## src/rtl/proc_defs.sv

```systemverilog
// Shared processor definitions: opcodes, sequencer state encodings and instruction fields.
package proc_defs;

  localparam logic [3:0] OP_NOP   = 4'd0;
  localparam logic [3:0] OP_ADD   = 4'd1;
  localparam logic [3:0] OP_XOR   = 4'd7;
  localparam logic [3:0] OP_LOAD  = 4'd8;
  localparam logic [3:0] OP_STORE = 4'd9;

  localparam int unsigned OPC_MSB = 15;
  localparam int unsigned OPC_LSB = 12;
  localparam int unsigned RD_MSB  = 11;
  localparam int unsigned RD_LSB  = 8;
  localparam int unsigned RS1_MSB = 7;
  localparam int unsigned RS1_LSB = 4;
  localparam int unsigned RS2_MSB = 3;
  localparam int unsigned RS2_LSB = 0;

  typedef enum logic [3:0] {
    S_RESET     = 4'd0,
    S_FETCH     = 4'd1,
    S_DECODE    = 4'd2,
    S_ULA_OP    = 4'd3,
    S_ULA_WAIT  = 4'd4,
    S_STORE_RES = 4'd5,
    S_MEM       = 4'd6,
    S_LOAD_WB   = 4'd7
  } state_e;

endpackage

```

## src/rtl/seq_ctrl_if.sv

```systemverilog
// Handshake bundle between the sequencer (master) and the fetch/ULA/memory/regfile side (slave).
interface seq_ctrl_if;
  logic        instr_req;
  logic        instr_ack;
  logic [15:0] instr_data;
  logic        ula_start;
  logic [3:0]  ula_op;
  logic        ula_done;
  logic        mem_req;
  logic        mem_we;
  logic        mem_ack;
  logic [3:0]  rf_raddr_a;
  logic [3:0]  rf_raddr_b;
  logic        rf_we;
  logic [3:0]  rf_waddr;
  logic        rf_wsel;
  logic        pc_inc;
  logic        illegal_op;
  logic        timeout_err;
  logic [3:0]  state;

  modport master (
    output instr_req, ula_start, ula_op, mem_req, mem_we, rf_raddr_a, rf_raddr_b,
    output rf_we, rf_waddr, rf_wsel, pc_inc, illegal_op, timeout_err, state,
    input  instr_ack, instr_data, ula_done, mem_ack
  );

  modport slave (
    input  instr_req, ula_start, ula_op, mem_req, mem_we, rf_raddr_a, rf_raddr_b,
    input  rf_we, rf_waddr, rf_wsel, pc_inc, illegal_op, timeout_err, state,
    output instr_ack, instr_data, ula_done, mem_ack
  );
endinterface

```

## src/rtl/seq_ctrl_watchdog.sv

```systemverilog
// Wait-state counter for one handshake phase; expired is high in the Limit-th waiting cycle.
module seq_watchdog #(
  parameter int unsigned Limit = 255
) (
  input  logic clock,
  input  logic reset,
  input  logic clear,
  input  logic inc,
  output logic expired
);
  localparam int unsigned Width = $clog2(Limit + 1);

  logic [Width-1:0] cnt_q, cnt_d;

  assign expired = (cnt_q == Width'(Limit - 1));

  always_comb begin
    cnt_d = cnt_q;
    if (clear) begin
      cnt_d = '0;
    end else if (inc && !expired) begin
      cnt_d = cnt_q + Width'(1);
    end
  end

  always_ff @(posedge clock) begin
    if (reset) cnt_q <= '0;
    else       cnt_q <= cnt_d;
  end
endmodule

```

## src/rtl/seq_ctrl.sv

```systemverilog
// Multi-cycle instruction sequencer with handshaked fetch, ULA and memory phases.
// Define SEQ_TIMEOUT_EN to enable the per-phase wait-state watchdog.
module seq_ctrl
  import proc_defs::*;
#(
  parameter int unsigned TIMEOUT_CYCLES = 255
) (
  input logic        clock,
  input logic        reset,
  seq_ctrl_if.master bus
);
  state_e      state_q, state_d;
  logic [15:0] ir_q, ir_d;
  logic [3:0]  opc;
  logic        is_ula, is_mem, is_illegal;
  logic        tmo_fire;

  assign opc        = ir_q[OPC_MSB:OPC_LSB];
  assign is_ula     = (opc >= OP_ADD) && (opc <= OP_XOR);
  assign is_mem     = (opc == OP_LOAD) || (opc == OP_STORE);
  assign is_illegal = (opc > OP_STORE);

`ifdef SEQ_TIMEOUT_EN
  logic waiting, acked, wd_expired, wd_clear, timeout_q;

  always_comb begin
    waiting = 1'b0;
    acked   = 1'b0;
    case (state_q)
      S_FETCH:    begin waiting = 1'b1; acked = bus.instr_ack; end
      S_ULA_WAIT: begin waiting = 1'b1; acked = bus.ula_done;  end
      S_MEM:      begin waiting = 1'b1; acked = bus.mem_ack;   end
      default:    ;
    endcase
  end

  assign tmo_fire = waiting && !acked && wd_expired;
  // A timed-out fetch stays in S_FETCH, so the fire itself must also restart the count.
  assign wd_clear = (state_d != state_q) || tmo_fire;

  seq_watchdog #(
    .Limit(TIMEOUT_CYCLES)
  ) u_watchdog (
    .clock  (clock),
    .reset  (reset),
    .clear  (wd_clear),
    .inc    (waiting),
    .expired(wd_expired)
  );

  always_ff @(posedge clock) begin
    if (reset) timeout_q <= 1'b0;
    else       timeout_q <= tmo_fire;
  end

  assign bus.timeout_err = timeout_q;
`else
  logic unused_timeout_cycles;
  assign unused_timeout_cycles = ^TIMEOUT_CYCLES;
  assign tmo_fire        = 1'b0;
  assign bus.timeout_err = 1'b0;
`endif

  always_comb begin
    state_d = state_q;
    ir_d    = ir_q;
    unique case (state_q)
      S_RESET: state_d = S_FETCH;
      S_FETCH: begin
        if (bus.instr_ack) begin
          ir_d    = bus.instr_data;
          state_d = S_DECODE;
        end
      end
      S_DECODE: begin
        if (is_ula)      state_d = S_ULA_OP;
        else if (is_mem) state_d = S_MEM;
        else             state_d = S_FETCH;
      end
      S_ULA_OP: state_d = S_ULA_WAIT;
      S_ULA_WAIT: begin
        if (bus.ula_done)  state_d = S_STORE_RES;
        else if (tmo_fire) state_d = S_FETCH;
      end
      S_STORE_RES: state_d = S_FETCH;
      S_MEM: begin
        if (bus.mem_ack)   state_d = (opc == OP_LOAD) ? S_LOAD_WB : S_FETCH;
        else if (tmo_fire) state_d = S_FETCH;
      end
      S_LOAD_WB: state_d = S_FETCH;
      default:   state_d = S_RESET;
    endcase
  end

  always_ff @(posedge clock) begin
    if (reset) begin
      state_q <= S_RESET;
      ir_q    <= '0;
    end else begin
      state_q <= state_d;
      ir_q    <= ir_d;
    end
  end

  assign bus.state      = state_q;
  assign bus.ula_op     = opc;
  assign bus.rf_waddr   = ir_q[RD_MSB:RD_LSB];
  assign bus.rf_raddr_a = ir_q[RS1_MSB:RS1_LSB];
  assign bus.rf_raddr_b = ir_q[RS2_MSB:RS2_LSB];

  assign bus.instr_req  = (state_q == S_FETCH);
  assign bus.ula_start  = (state_q == S_ULA_OP);
  assign bus.mem_req    = (state_q == S_MEM);
  assign bus.mem_we     = (state_q == S_MEM) && (opc == OP_STORE);
  assign bus.rf_we      = (state_q == S_STORE_RES) || (state_q == S_LOAD_WB);
  assign bus.rf_wsel    = (state_q == S_LOAD_WB);
  assign bus.illegal_op = (state_q == S_DECODE) && is_illegal;

  // STORE retires in its ack cycle, so this one term must see mem_ack directly.
  assign bus.pc_inc = ((state_q == S_DECODE) && !is_ula && !is_mem) ||
                      (state_q == S_STORE_RES) || (state_q == S_LOAD_WB) ||
                      ((state_q == S_MEM) && (opc == OP_STORE) && bus.mem_ack && !reset);
endmodule

```

## src/flat_wrapper.sv

```systemverilog
// flat-port wrapper written by rule: the top's interface ports become plain ports
module seq_ctrl_flat import proc_defs::*;
#(
  parameter int unsigned TIMEOUT_CYCLES = 255
)
  (clock, reset, bus_instr_req, bus_ula_start, bus_ula_op, bus_mem_req, bus_mem_we, bus_rf_raddr_a, bus_rf_raddr_b, bus_rf_we, bus_rf_waddr, bus_rf_wsel, bus_pc_inc, bus_illegal_op, bus_timeout_err, bus_state, bus_instr_ack, bus_instr_data, bus_ula_done, bus_mem_ack);
  seq_ctrl_if bus_i ();
  input logic clock;
  input logic reset;
  output wire logic [$bits(bus_i.instr_req)-1:0] bus_instr_req;
  output wire logic [$bits(bus_i.ula_start)-1:0] bus_ula_start;
  output wire logic [$bits(bus_i.ula_op)-1:0] bus_ula_op;
  output wire logic [$bits(bus_i.mem_req)-1:0] bus_mem_req;
  output wire logic [$bits(bus_i.mem_we)-1:0] bus_mem_we;
  output wire logic [$bits(bus_i.rf_raddr_a)-1:0] bus_rf_raddr_a;
  output wire logic [$bits(bus_i.rf_raddr_b)-1:0] bus_rf_raddr_b;
  output wire logic [$bits(bus_i.rf_we)-1:0] bus_rf_we;
  output wire logic [$bits(bus_i.rf_waddr)-1:0] bus_rf_waddr;
  output wire logic [$bits(bus_i.rf_wsel)-1:0] bus_rf_wsel;
  output wire logic [$bits(bus_i.pc_inc)-1:0] bus_pc_inc;
  output wire logic [$bits(bus_i.illegal_op)-1:0] bus_illegal_op;
  output wire logic [$bits(bus_i.timeout_err)-1:0] bus_timeout_err;
  output wire logic [$bits(bus_i.state)-1:0] bus_state;
  input wire logic [$bits(bus_i.instr_ack)-1:0] bus_instr_ack;
  input wire logic [$bits(bus_i.instr_data)-1:0] bus_instr_data;
  input wire logic [$bits(bus_i.ula_done)-1:0] bus_ula_done;
  input wire logic [$bits(bus_i.mem_ack)-1:0] bus_mem_ack;
  assign bus_instr_req = bus_i.instr_req;
  assign bus_ula_start = bus_i.ula_start;
  assign bus_ula_op = bus_i.ula_op;
  assign bus_mem_req = bus_i.mem_req;
  assign bus_mem_we = bus_i.mem_we;
  assign bus_rf_raddr_a = bus_i.rf_raddr_a;
  assign bus_rf_raddr_b = bus_i.rf_raddr_b;
  assign bus_rf_we = bus_i.rf_we;
  assign bus_rf_waddr = bus_i.rf_waddr;
  assign bus_rf_wsel = bus_i.rf_wsel;
  assign bus_pc_inc = bus_i.pc_inc;
  assign bus_illegal_op = bus_i.illegal_op;
  assign bus_timeout_err = bus_i.timeout_err;
  assign bus_state = bus_i.state;
  assign bus_i.instr_ack = bus_instr_ack;
  assign bus_i.instr_data = bus_instr_data;
  assign bus_i.ula_done = bus_ula_done;
  assign bus_i.mem_ack = bus_mem_ack;
  seq_ctrl #(.TIMEOUT_CYCLES(TIMEOUT_CYCLES)) u_core (.clock(clock), .reset(reset), .bus(bus_i));
endmodule
```

## config.mk

```make
export PLATFORM = sky130hd
export DESIGN_NAME = seq_ctrl_flat
export DESIGN_NICKNAME = d
export VERILOG_FILES = /design/src/rtl/proc_defs.sv /design/src/rtl/seq_ctrl_if.sv /design/src/rtl/seq_ctrl_watchdog.sv /design/src/rtl/seq_ctrl.sv /design/src/flat_wrapper.sv
export SDC_FILE = /design/constraint.sdc
export NUM_CORES = 1
export LEC_CHECK = 0
export BUFFER_PORTS_ARGS = -buffer_cell sky130_fd_sc_hd__buf_2
export CAP_MARGIN = 30
export CORE_MARGIN = 1
export CORE_UTILIZATION = 46
export CTS_CLUSTER_SIZE = 25
export DETAILED_ROUTE_END_ITERATION = 7
export GPL_TIMING_DRIVEN = 1
export PLACE_DENSITY = 0.83
export SYNTH_ARGS = -nofsm -noshare
export SYNTH_HDL_FRONTEND = slang
export SYNTH_SLANG_ARGS = --single-unit
export TNS_END_PERCENT = 20
```

## constraint.sdc

```tcl
create_clock -name clock -period 2.2 [get_ports clock]
set_input_delay 0.22 -clock clock [delete_from_list [all_inputs] [get_ports clock]]
set_output_delay 0.22 -clock clock [all_outputs]
set_load 0.005 [all_outputs]
```

; ---- After elaboration in Yosys (flattened, before gate mapping)
; Cells that the tools add are included.
[totals]
elab_cells = 43
ram_bits = 0
output_inout_bits = 29
mem_bits_ro = 0
latchBits = 0
memories = 0
register_bits = 20
in_bits = 21
[classes]
n_bitwise = 0
multipliers = 0
n_mux = 7
addsub = 0
n_eq_ne = 12
n_div = 0
shifts = 0
order_cmp = 3
n_reduce_logical = 19
[ops]
columns = op, count
row1 = one-hot mux 4 bit (6 select lines), 1
row2 = equality test 4 x 3 -> 1 bit (second input constant), 4
row3 = two-way mux 4 bit, 4
row4 = equality test 4 x 2 -> 1 bit (second input constant), 2
row5 = equality test 4 bit (second input constant), 2
row6 = logical AND 1 bit, 7
row7 = two-way mux 3 bit, 2
row8 = logical OR 1 bit, 5
row9 = equality test 4 x 1 -> 1 bit (second input constant), 1
row10 = greater-or-equal comparator 4 x 1 -> 1 bit (second input constant), 1
row11 = > comparator 4 bit (second input constant), 1
row12 = <= comparator 4 x 3 -> 1 bit (second input constant), 1
row13 = zero test 4 bit, 1
row14 = inequality test 2 x 1 -> 1 bit (second input constant), 2
row15 = zero test 1 bit, 3
row16 = AND reduction 3 bit, 1
row17 = OR reduction 3 bit, 1
row18 = inequality test 2 bit (second input constant), 1
row19 = AND reduction 2 bit, 1

; ---- Longest topological paths before layout
; Gate-level depths: netlist of run 1.
[logic_depth]
depth_word = 8
ltp_mapped = 5
mapped_depth_nobuf = 3

; ---- Worst setup path before layout of run 1
; Ideal clock, no wire load.
[synth_timing]
path_kind = reg2reg
from = register u_core.ir_q[12]
to = register u_core.state_q[2] (netlist: u_core.bus.state[2])
arrival_time_ps = 1415
path_stages_with_launch = 4
required_time_ps = 2114
n_path_buf = 0
slack_ps = 699
setup_time_ps = 86
synth_period_minus_slack_ps = 1501
cell_sequence = dfxtp_1 or4b_1 a311o_1 a221oi_2
[synth_via]
elab_chain_len = 5
word_cells_on_any_way = 11
classes_between = order compare (2) / eq/ne (2) / mux (5) / reduce/logical (2)
[synth_lines]
columns = item, line_no
row1 = start: declaration, seq_ctrl.sv:13  ; logic [15:0] ir_q, ir_d;
row2 = start signal: assignment, seq_ctrl.sv:101  ; ir_q <= ir_d;
row3 = "parallel branches: the longest is 4 deep, another holds greater-or-equal comparator 4 x 1 -> 1 bit", -
row4 = one-hot mux 4 bit (6 select lines) (*), seq_ctrl.sv:67  ; unique case (state_q)
row5 = end signal: assignment, seq_ctrl.sv:100  ; state_q <= state_d;
row6 = end: declaration, seq_ctrl.sv:12  ; state_e state_q, state_d;
; Mark *: on every way between the ends. The select of a mux whose other input is x is not followed.
; A chain may end at the register's enable or synchronous reset.

; ---- Final worst setup path of run 1
[layout_timing]
from = register u_core.ir_q[15]
to = output port bus_pc_inc
[layout_via]
elab_chain_len = 8
word_cells_on_any_way = 16
classes_between = order compare (2) / eq/ne (2) / reduce/logical (12)
[layout_lines]
columns = item, line_no
row1 = greater-or-equal comparator 4 x 1 -> 1 bit / <= comparator 4 x 3 -> 1 bit (equally long branches), seq_ctrl.sv:19  ; assign is_ula = (opc >= OP_ADD) && (opc <= OP_XOR);
row2 = logical AND 1 bit, seq_ctrl.sv:19
row3 = zero test 1 bit, seq_ctrl.sv:120  ; assign bus.pc_inc = ((state_q == S_DECODE) && !is_ula && !is_mem) ||
row4 = logical AND 1 bit (2 in a row), seq_ctrl.sv:120
row5 = logical OR 1 bit, seq_ctrl.sv:120
row6 = logical OR 1 bit, seq_ctrl.sv:121  ; (state_q == S_STORE_RES) || (state_q == S_LOAD_WB) ||
row7 = logical OR 1 bit (*), seq_ctrl.sv:121
row8 = end: declaration, flat_wrapper.sv:20  ; output wire logic [$bits(bus_i.pc_inc)-1:0] bus_pc_inc;
; Every way passes the cells marked *; elsewhere a longest branch is shown, timed or not.

==> summary.md, run 1 <==
| Metric | Value |
|---|---|
| Combinational group share of total power | `18.2%` |
| Synth top area share | `42.2%` |
| Top cells by count, synth | `33 x nand2_1, 19 x a21oi_1, 19 x dfxtp_1` |
| Synth area leader | `dfxtp_1` |
| DRC Markers | `0` |
| Routed vias/inst | `5.11` |
| Crit Path Max Fanout | `6` |
| Filler cell count | `144` |
| Final HPWL DP | `1450 µm` |
| # resized after CTS | `0` |
| Sw Share | `27.5%` |
| Share of post-route cells with drive strength above 1 | `37.3%` |
| Ys flop type | `dfxtp_1` |
| Grt met3 use | `5.88%` |
| Reg power frac | `56.7%` |
| Critical path destination | `bus_pc_inc` |
| Worst Skew | `7.83 ps` |
| Final wirelength | `2040 µm` |
| GRT Total Usage | `21.3%` |
| CTS tree | `done` |
| M1 GR Usage | `25.2%` |
| Starting Density | `50.5%` |
| Clock sink count | `19` |
| Cell Int Power | `0.497 mW` |
| Synthesized area per cell | `7.83 µm²` |
| Place WS | `497 ps` |
| Peak supply drop | `0.444 mV` |
| Reg2reg setup slack | `460 ps` |
| # IOs | `50` |
| IO buf count | `47` |
| Critical Path Start Type | `flop` |
| Largest net degree at the start of global routing | `21` |
| First-pass DRT Iterations | `4` |
| Data required, critical path | `1980 ps` |
| Register bit count reported by yosys | `19` |
| Slew margin rel. | `61.8%` |
| Met2 Resource Use GR | `35.8%` |
| Clock transition at the registers of the reported paths | `100 ps` |
| Placeable Area | `1780 µm²` |
| Setup Crit Path Kind | `flop to output port` |
| Synthesized area | `901 µm²` |
| Highest clock rate | `548 MHz` |
| Final Hold Vio Count | `0` |
| Routed Antenna Nets | `0` |
| Postcts setup bufs | `0` |
| Multi-input logic area | `473 µm²` |
| Hold path start | `bus_instr_data[0]` |
| Synth warnings | `0` |
| Leakage | `0.550 nW` |
| Net Sw Power | `0.188 mW` |
| Chip Width | `46.3 µm` |
| Tot Pwr | `0.685 mW` |
| Die area | `2140 µm²` |
| H-tree Lvls | `1` |
| Clk network pwr share | `25.1%` |
| WL per Instance | `11.1 µm` |
| Distinct cell type count after synthesis | `33` |
| Sequential cell area | `380 µm²` |
| Worst slew pin tran | `572 ps` |
| Max Slew Vio Count | `0` |
| Crit path from | `u_core.ir_q[15]` |
| Reg2reg start | `u_core.bus.state[1]` |
| RePlAce Congestion | `0.805` |
| Clk buf depth | `2` |
| CTS Buf Count | `3` |
| Tcrit/Tclk final | `82.9%` |
| Vias | `935` |
| Worst Reg-to-Reg Cells | `3` |
| Global route overflow | `0` |
| Seq/Total Area, Yosys | `42.2%` |
| Vias in the first global route | `759` |
| Clock latency on the worst-skew pair | `290 ps` |
| # diodes | `0` |
| Final setup viols | `0` |
| Setup TNS | `0 ps` |
| Cell with the most instances after synthesis | `nand2_1` |
| Area delta synth->final | `29.7%` |
| Power Density | `586 nW/µm²` |
| # hold bufs at CTS | `0` |
| Post-Syn Instances | `115` |
| Worst EP arrival | `1600 ps` |
| Min Tclk post-route | `1820 ps` |
| Starting DRT DRC Count | `24` |
| Fin worst setup slack | `376 ps` |
| Initial antenna violation count | `0` |
| Row cnt | `15` |
| Main area contributors after synthesis | `dfxtp_1 42%, nand2_1 14%, a21oi_1 11%` |
| Status | `finished, final reports clean` |
| RSZ-0062 raised after global routing | `false` |
| CTS root buffer | `clkbuf_4` |
| Max-Cap Viols | `0` |
| Reg2reg end | `u_core.bus.state[1]` |
| First-pass GRT wire length | `3200 µm` |
| Async set-reset flop share out of synthesis | `0%` |
| CP Capture Type | `output port` |
| Global route hottest layer | `met2` |
| Fin nets | `180` |
| Die Y | `46.3 µm` |
| Worst min path class | `input pin to flop` |
| Post-synth EDFFs | `0` |
| Hold path cells | `3` |
cell families (layout without fill, tap and decap cells):
| group | Yosys count | count (layout) | share of synthesized area, % |
|---|---|---|---|
| buffers and inverters | 13 | 55 | 6.39 |
| flip-flops | 19 | 19 | 42.2 |
| AND/OR/NAND/NOR | 53 | 53 | 31.1 |
| AO/OA/AOI/OAI | 29 | 29 | 19.9 |
| other | 1 | 2 | 0.416 |
power by group through the flow:
stage | combinational (mW) | sequential [mW] | clock, mW
floorplan | 0.0781 | 0.388 | 0
global placement | 0.123 | 0.394 | 0
detailed placement | 0.125 | 0.396 | 0
CTS | 0.125 | 0.388 | 0.183
global route | 0.141 | 0.393 | 0.197
finish | 0.125 | 0.388 | 0.172
state kept, by name (all words and copies together), names as in the netlist:
register / flops
u_core.bus.state: 3
u_core.ir_q: 16
worst max-delay path, stage by stage (launching register included):
cell,delay (ps)
dfxtp_1,400
nor3b_1,510
a41oi_1,190
nand2_1,90
buf_2,100
how the worst min path moves through the flow:
stage | end | slack [ps]
after CTS | u_core.ir_q[0] | 140
after global placement | u_core.ir_q[2] | 440
after floorplan | u_core.ir_q[0] | 360
after global routing | u_core.ir_q[12] | 140
final | u_core.ir_q[0] | 150
after detailed placement | u_core.ir_q[9] | 450
per-layer routing:
metal  wire length, µm  vias up
li1                  -      481
met3               124        2
met4                11        0
met5                 0        -
met2               970       32
met1               930      420
layout by cell type (no fill, tap or decap), drive strengths merged, types with 2 or more instances in the layout:
cell type	count
a31oi	2
inv	2
nand2	33
buf	49
and2	2
dfxtp	19
and3	3
nor3b	3
or3b	3
clkbuf	4
conb	2
a21oi	19
layout make-up:
cell class | count | share of cell area, %
inverter | 2 | 0.642
multi-input combinational | 84 | 40.5
clock buffer | 4 | 2.25
sequential | 19 | 32.5
tap | 25 | 2.68
timing repair buffer | 49 | 21.4
through the flow:
stage | instance area (µm²) | util [%] | std cells | hold slack (ps)
after CTS | 1170 | 65.5 | 183 | 136
final | 1170 | 65.5 | 183 | 147
after global routing | 1170 | 65.5 | 183 | 139
after global placement | 1140 | 64.1 | 179 | 439
after floorplan | 905 | - | 116 | 356
after detailed placement | 1140 | 64.1 | 179 | 446
Note: power is estimated with default switching activity, not from simulation.
==> run 2, diff against run 1 <==
CORE_UTILIZATION = 43   (was 46)
PLACE_DENSITY = 0.78   (was 0.83)
clock period = 1.7 ns   (was 2.2 ns; I/O delays follow)
==> summary.md, run 2 (synthesized netlist as in run 1, its figures left out) <==
| Metric | Value |
|---|---|
| Status | `finished, final reports clean` |
| CTS tree | `done` |
| Clock transition at the registers of the reported paths | `110 ps` |
| Placeable Area | `1960 µm²` |
| Routed vias/inst | `4.89` |
| Worst EP arrival | `1410 ps` |
| Crit-path cells | `buf_4, and3b_1, a41oi_1, nand2_1, buf_2` |
| Hold Slack | `112 ps` |
| Setup Crit Path Kind | `flop to output port` |
| Place WS | `143 ps` |
| CTS root buffer | `clkbuf_4` |
| Setup TNS | `0 ps` |
| Initial antenna violation count | `0` |
| Die Y | `47.8 µm` |
| Final Core Density | `61.8%` |
| Clock sink count | `19` |
| Postcts setup bufs | `0` |
| Highest clock rate | `631 MHz` |
| Max reg flops | `16` |
| Starting Density | `45.9%` |
| Vias | `930` |
| Share of post-route cells with drive strength above 1 | `39.9%` |
| Most frequent cells in the layout | `47 x buf_2, 33 x nand2_1, 19 x a21oi_1, 18 x dfxtp_1, 7 x buf_4` |
| Area delta synth->final | `34.6%` |
| Largest net degree at the start of global routing | `20` |
| Critical Path Start Type | `flop` |
| Routed Antenna Nets | `0` |
| Final setup viols | `0` |
| Multi-input logic area | `473 µm²` |
| H-tree Lvls | `1` |
| Max-Cap Viols | `0` |
| First-pass DRT Iterations | `4` |
| Min Tclk post-route | `1580 ps` |
| Global route overflow | `0` |
| Worst path slowest cell | `dfxtp_1` |
| Leakage | `0.576 nW` |
| RSZ-0062 raised after global routing | `false` |
| # hold bufs at CTS | `0` |
| Finished Cell Area | `1210 µm²` |
| Sequential cell area | `384 µm²` |
| Tcrit/Tclk final | `93.2%` |
| Starting DRT DRC Count | `8` |
| WL per Instance | `11.5 µm` |
| Data required, critical path | `1530 ps` |
| Filler cell count | `192` |
| Peak supply drop | `0.540 mV` |
| CTS Buf Count | `3` |
| Row cnt | `16` |
| Final HPWL DP | `1650 µm` |
| Final std cells w/o fill | `190` |
| Fin nets | `185` |
| Clk buf depth | `2` |
| Worst min path class | `input pin to flop` |
| Worst Skew | `4.31 ps` |
| Tot Pwr | `0.899 mW` |
| Chip Width | `47.8 µm` |
| # IOs | `50` |
| Die area | `2280 µm²` |
| Max incr delay on CP | `360 ps` |
| IO buf count | `47` |
| Final Hold Vio Count | `0` |
| Fin worst setup slack | `116 ps` |
| DRC Markers | `0` |
| Power Density | `741 nW/µm²` |
| DP Area | `1180 µm²` |
| Placed cells | `186` |
| GRT Total Usage | `21.2%` |
| Final wirelength | `2190 µm` |
| Vias in the first global route | `807` |
| # diodes | `0` |
| Clock latency on the worst-skew pair | `280 ps` |
| Register with the most flip-flops | `u_core.ir_q` |
| Crit Path Max Fanout | `10` |
| RePlAce Congestion | `0.834` |
| Most common cell after layout, fill and taps aside | `buf_2` |
| First-pass GRT wire length | `3440 µm` |
| Max Slew Vio Count | `0` |
| CP Capture Type | `output port` |
==> run 2: cell types whose count changed in the layout (fill, tap and decap cells not counted), sizes merged <==
cell and change:
buf +5
==> run 2: worst paths after layout <==
path	startpoint	to	slack, ps	cells after the start
setup / recovery	u_core.bus.state[2]	bus_pc_inc	120	5
hold / removal	bus_instr_data[12]	u_core.ir_q[12]	110	3
setup reg to reg	u_core.ir_q[12]	u_core.bus.state[2]	130	3
hold reg to reg	u_core.ir_q[5]	u_core.ir_q[5]	460	2
==> run 2: critical path: cells and delay by family (launching register included) <==
family	cells	cell delay, ps
compound gates	1	180
buf+inv	2	300
flops	1	360
simple gates	2	290
==> run 2: per-layer routing <==
layer	part of all wire [%]	global-route usage [%]
met1	45	27.2
met2	50	36.8
met3	4.0	2.64
met4	0.59	6.67
met5	0	0
==> run 2: report_power, final <==
| group | switching [mW] | internal (mW) |
|---|---|---|
| Sequential | 0.0199 | 0.471 |
| Combinational | 0.0969 | 0.0908 |
| Clock | 0.129 | 0.0909 |
| Total | 0.246 | 0.653 |
==> run 2: area by class of cell <==
type,instances,area share [%]
repair buffers,54,23.7
multi-input cells,84,39.0
well taps,27,2.79
flip-flops and latches,19,31.7
clock buffers,4,2.17
inverters,2,0.619
==> run 2: what timing repair did <==
action / 4_1_cts / 5_1_grt
endpoints found under the hold margin: 0 / 0
gates resized for setup: 1 / 1
setup endpoints to repair: 1 / 1
==> run 3, diff against run 2 <==
ABC_CLOCK_PERIOD_IN_PS = 1700   (was default)
CORE_ASPECT_RATIO = 1.1   (was default)
==> summary.md, run 3 (synthesized netlist as in run 1, its figures left out) <==
| Metric | Value |
|---|---|
| Data required, critical path | `1900 ps` |
| Filler cell count | `212` |
| Fin nets | `184` |
| Power Density | `748 nW/µm²` |
| Starting DRT DRC Count | `17` |
| Most frequent cells in the layout | `47 x buf_2, 33 x nand2_1, 19 x a21oi_1, 18 x dfxtp_1, 6 x buf_4` |
| CTS Buf Count | `3` |
| Postcts setup bufs | `0` |
| Die Y | `50.0 µm` |
| Max reg flops | `16` |
| DRC Markers | `0` |
| Most common cell after layout, fill and taps aside | `buf_2` |
| Final HPWL DP | `1600 µm` |
| CTS root buffer | `clkbuf_4` |
| Final Hold Vio Count | `0` |
| Final setup viols | `0` |
| Tcrit/Tclk final | `93.7%` |
| Worst Reg-to-Reg Cells | `3` |
| Tot Pwr | `0.900 mW` |
| Final wirelength | `2200 µm` |
| Highest clock rate | `627 MHz` |
| Final std cells w/o fill | `190` |
| Clock sink count | `19` |
| Initial antenna violation count | `0` |
| Placeable Area | `2000 µm²` |
| Die area | `2280 µm²` |
| Clk buf depth | `2` |
| Setup TNS | `0 ps` |
| IO buf count | `47` |
| Critical Path Start Type | `flop` |
| Setup Crit Path Kind | `flop to flop` |
| Largest net degree at the start of global routing | `21` |
| WL per Instance | `11.6 µm` |
| Hold Slack | `107 ps` |
| Chip Width | `45.6 µm` |
| Starting Density | `45.1%` |
| Vias in the first global route | `818` |
| Routed vias/inst | `5.08` |
| Placed cells | `186` |
| Global route overflow | `0` |
| H-tree Lvls | `1` |
| RSZ-0062 raised after global routing | `false` |
| Leakage | `0.571 nW` |
| RePlAce Congestion | `0.891` |
| Max-Cap Viols | `0` |
| Worst EP arrival | `1800 ps` |
| # IOs | `50` |
| First-pass DRT Iterations | `4` |
| Area delta synth->final | `33.6%` |
| Vias | `966` |
| Share of post-route cells with drive strength above 1 | `39.5%` |
| CP Capture Type | `flop` |
| Sequential cell area | `382 µm²` |
| Min Tclk post-route | `1590 ps` |
| Worst min path class | `input pin to flop` |
| DP Area | `1180 µm²` |
| Row cnt | `17` |
| Clock latency on the worst-skew pair | `290 ps` |
| Finished Cell Area | `1200 µm²` |
| Status | `finished, final reports clean` |
| Hold path cells | `3` |
| Worst Skew | `0.412 ps` |
| Peak supply drop | `0.488 mV` |
| CTS tree | `done` |
| First-pass GRT wire length | `3510 µm` |
| Clock transition at the registers of the reported paths | `100 ps` |
| GRT Total Usage | `20.2%` |
| Max Slew Vio Count | `0` |
| Crit Path Max Fanout | `7` |
| Register with the most flip-flops | `u_core.ir_q` |
| # diodes | `0` |
| Multi-input logic area | `473 µm²` |
| Routed Antenna Nets | `0` |
[run 3: cell count changes in the layout (fill, tap and decap cells not counted), sizes merged]
cell / previous run / this run
buf: 54 / 53
[run 3: report_power, final]
part           total, mW  leakage (nW)  switching, mW  internal (mW)
Clock              0.223        0.0150          0.132         0.0911
Combinational      0.186         0.401         0.0966         0.0892
Sequential         0.491         0.155         0.0198          0.471
[run 3: per-stage QoR]
step	setup slack (ps)	utilization, %
after global placement	188	58.8
after global routing	12.4	60.2
after floorplan	199	-
final	106	60.2
after detailed placement	127	58.8
after CTS	85.9	60.1
[run 3: final cells by class]
type | instances | area share, %
Clock buffer | 4 | 2.18
Inverter | 2 | 0.624
Multi-Input combinational cell | 84 | 39.3
Sequential cell | 19 | 31.7
Tap cell | 28 | 2.91
Timing Repair Buffer | 53 | 23.3
[run 3: timing repair]
item	CTS	global route
hold buffers	0	0
setup endpoints to repair	0	1
resized for setup	0	1
[run 3: critical path, cell delays in order, from the launching register on]
cell,delay [ps]
dfxtp_1,370
or4b_1,520
a311o_1,380
a221oi_2,250
[run 3: worst paths after layout]
path / startpoint / to / slack [ps]
worst min register to register: u_core.ir_q[8] / u_core.ir_q[8] / 460
worst max-delay path: u_core.ir_q[12] / u_core.bus.state[2] / 110
worst max register to register: u_core.ir_q[12] / u_core.bus.state[2] / 110
worst min-delay path: bus_instr_data[3] / u_core.ir_q[3] / 110
[run 3: metal layers]
| metal | part of all wire, % | vias to the layer above | routed length (µm) | track usage [%] |
|---|---|---|---|---|
| met5 | 0 | - | 0 | 0 |
| met4 | 0.32 | 0 | 7 | 5.05 |
| met3 | 6.9 | 2 | 151 | 3.30 |
| met2 | 49 | 41 | 1080 | 32.6 |
| met1 | 44 | 439 | 965 | 27.1 |
| li1 | - | 484 | - | - |
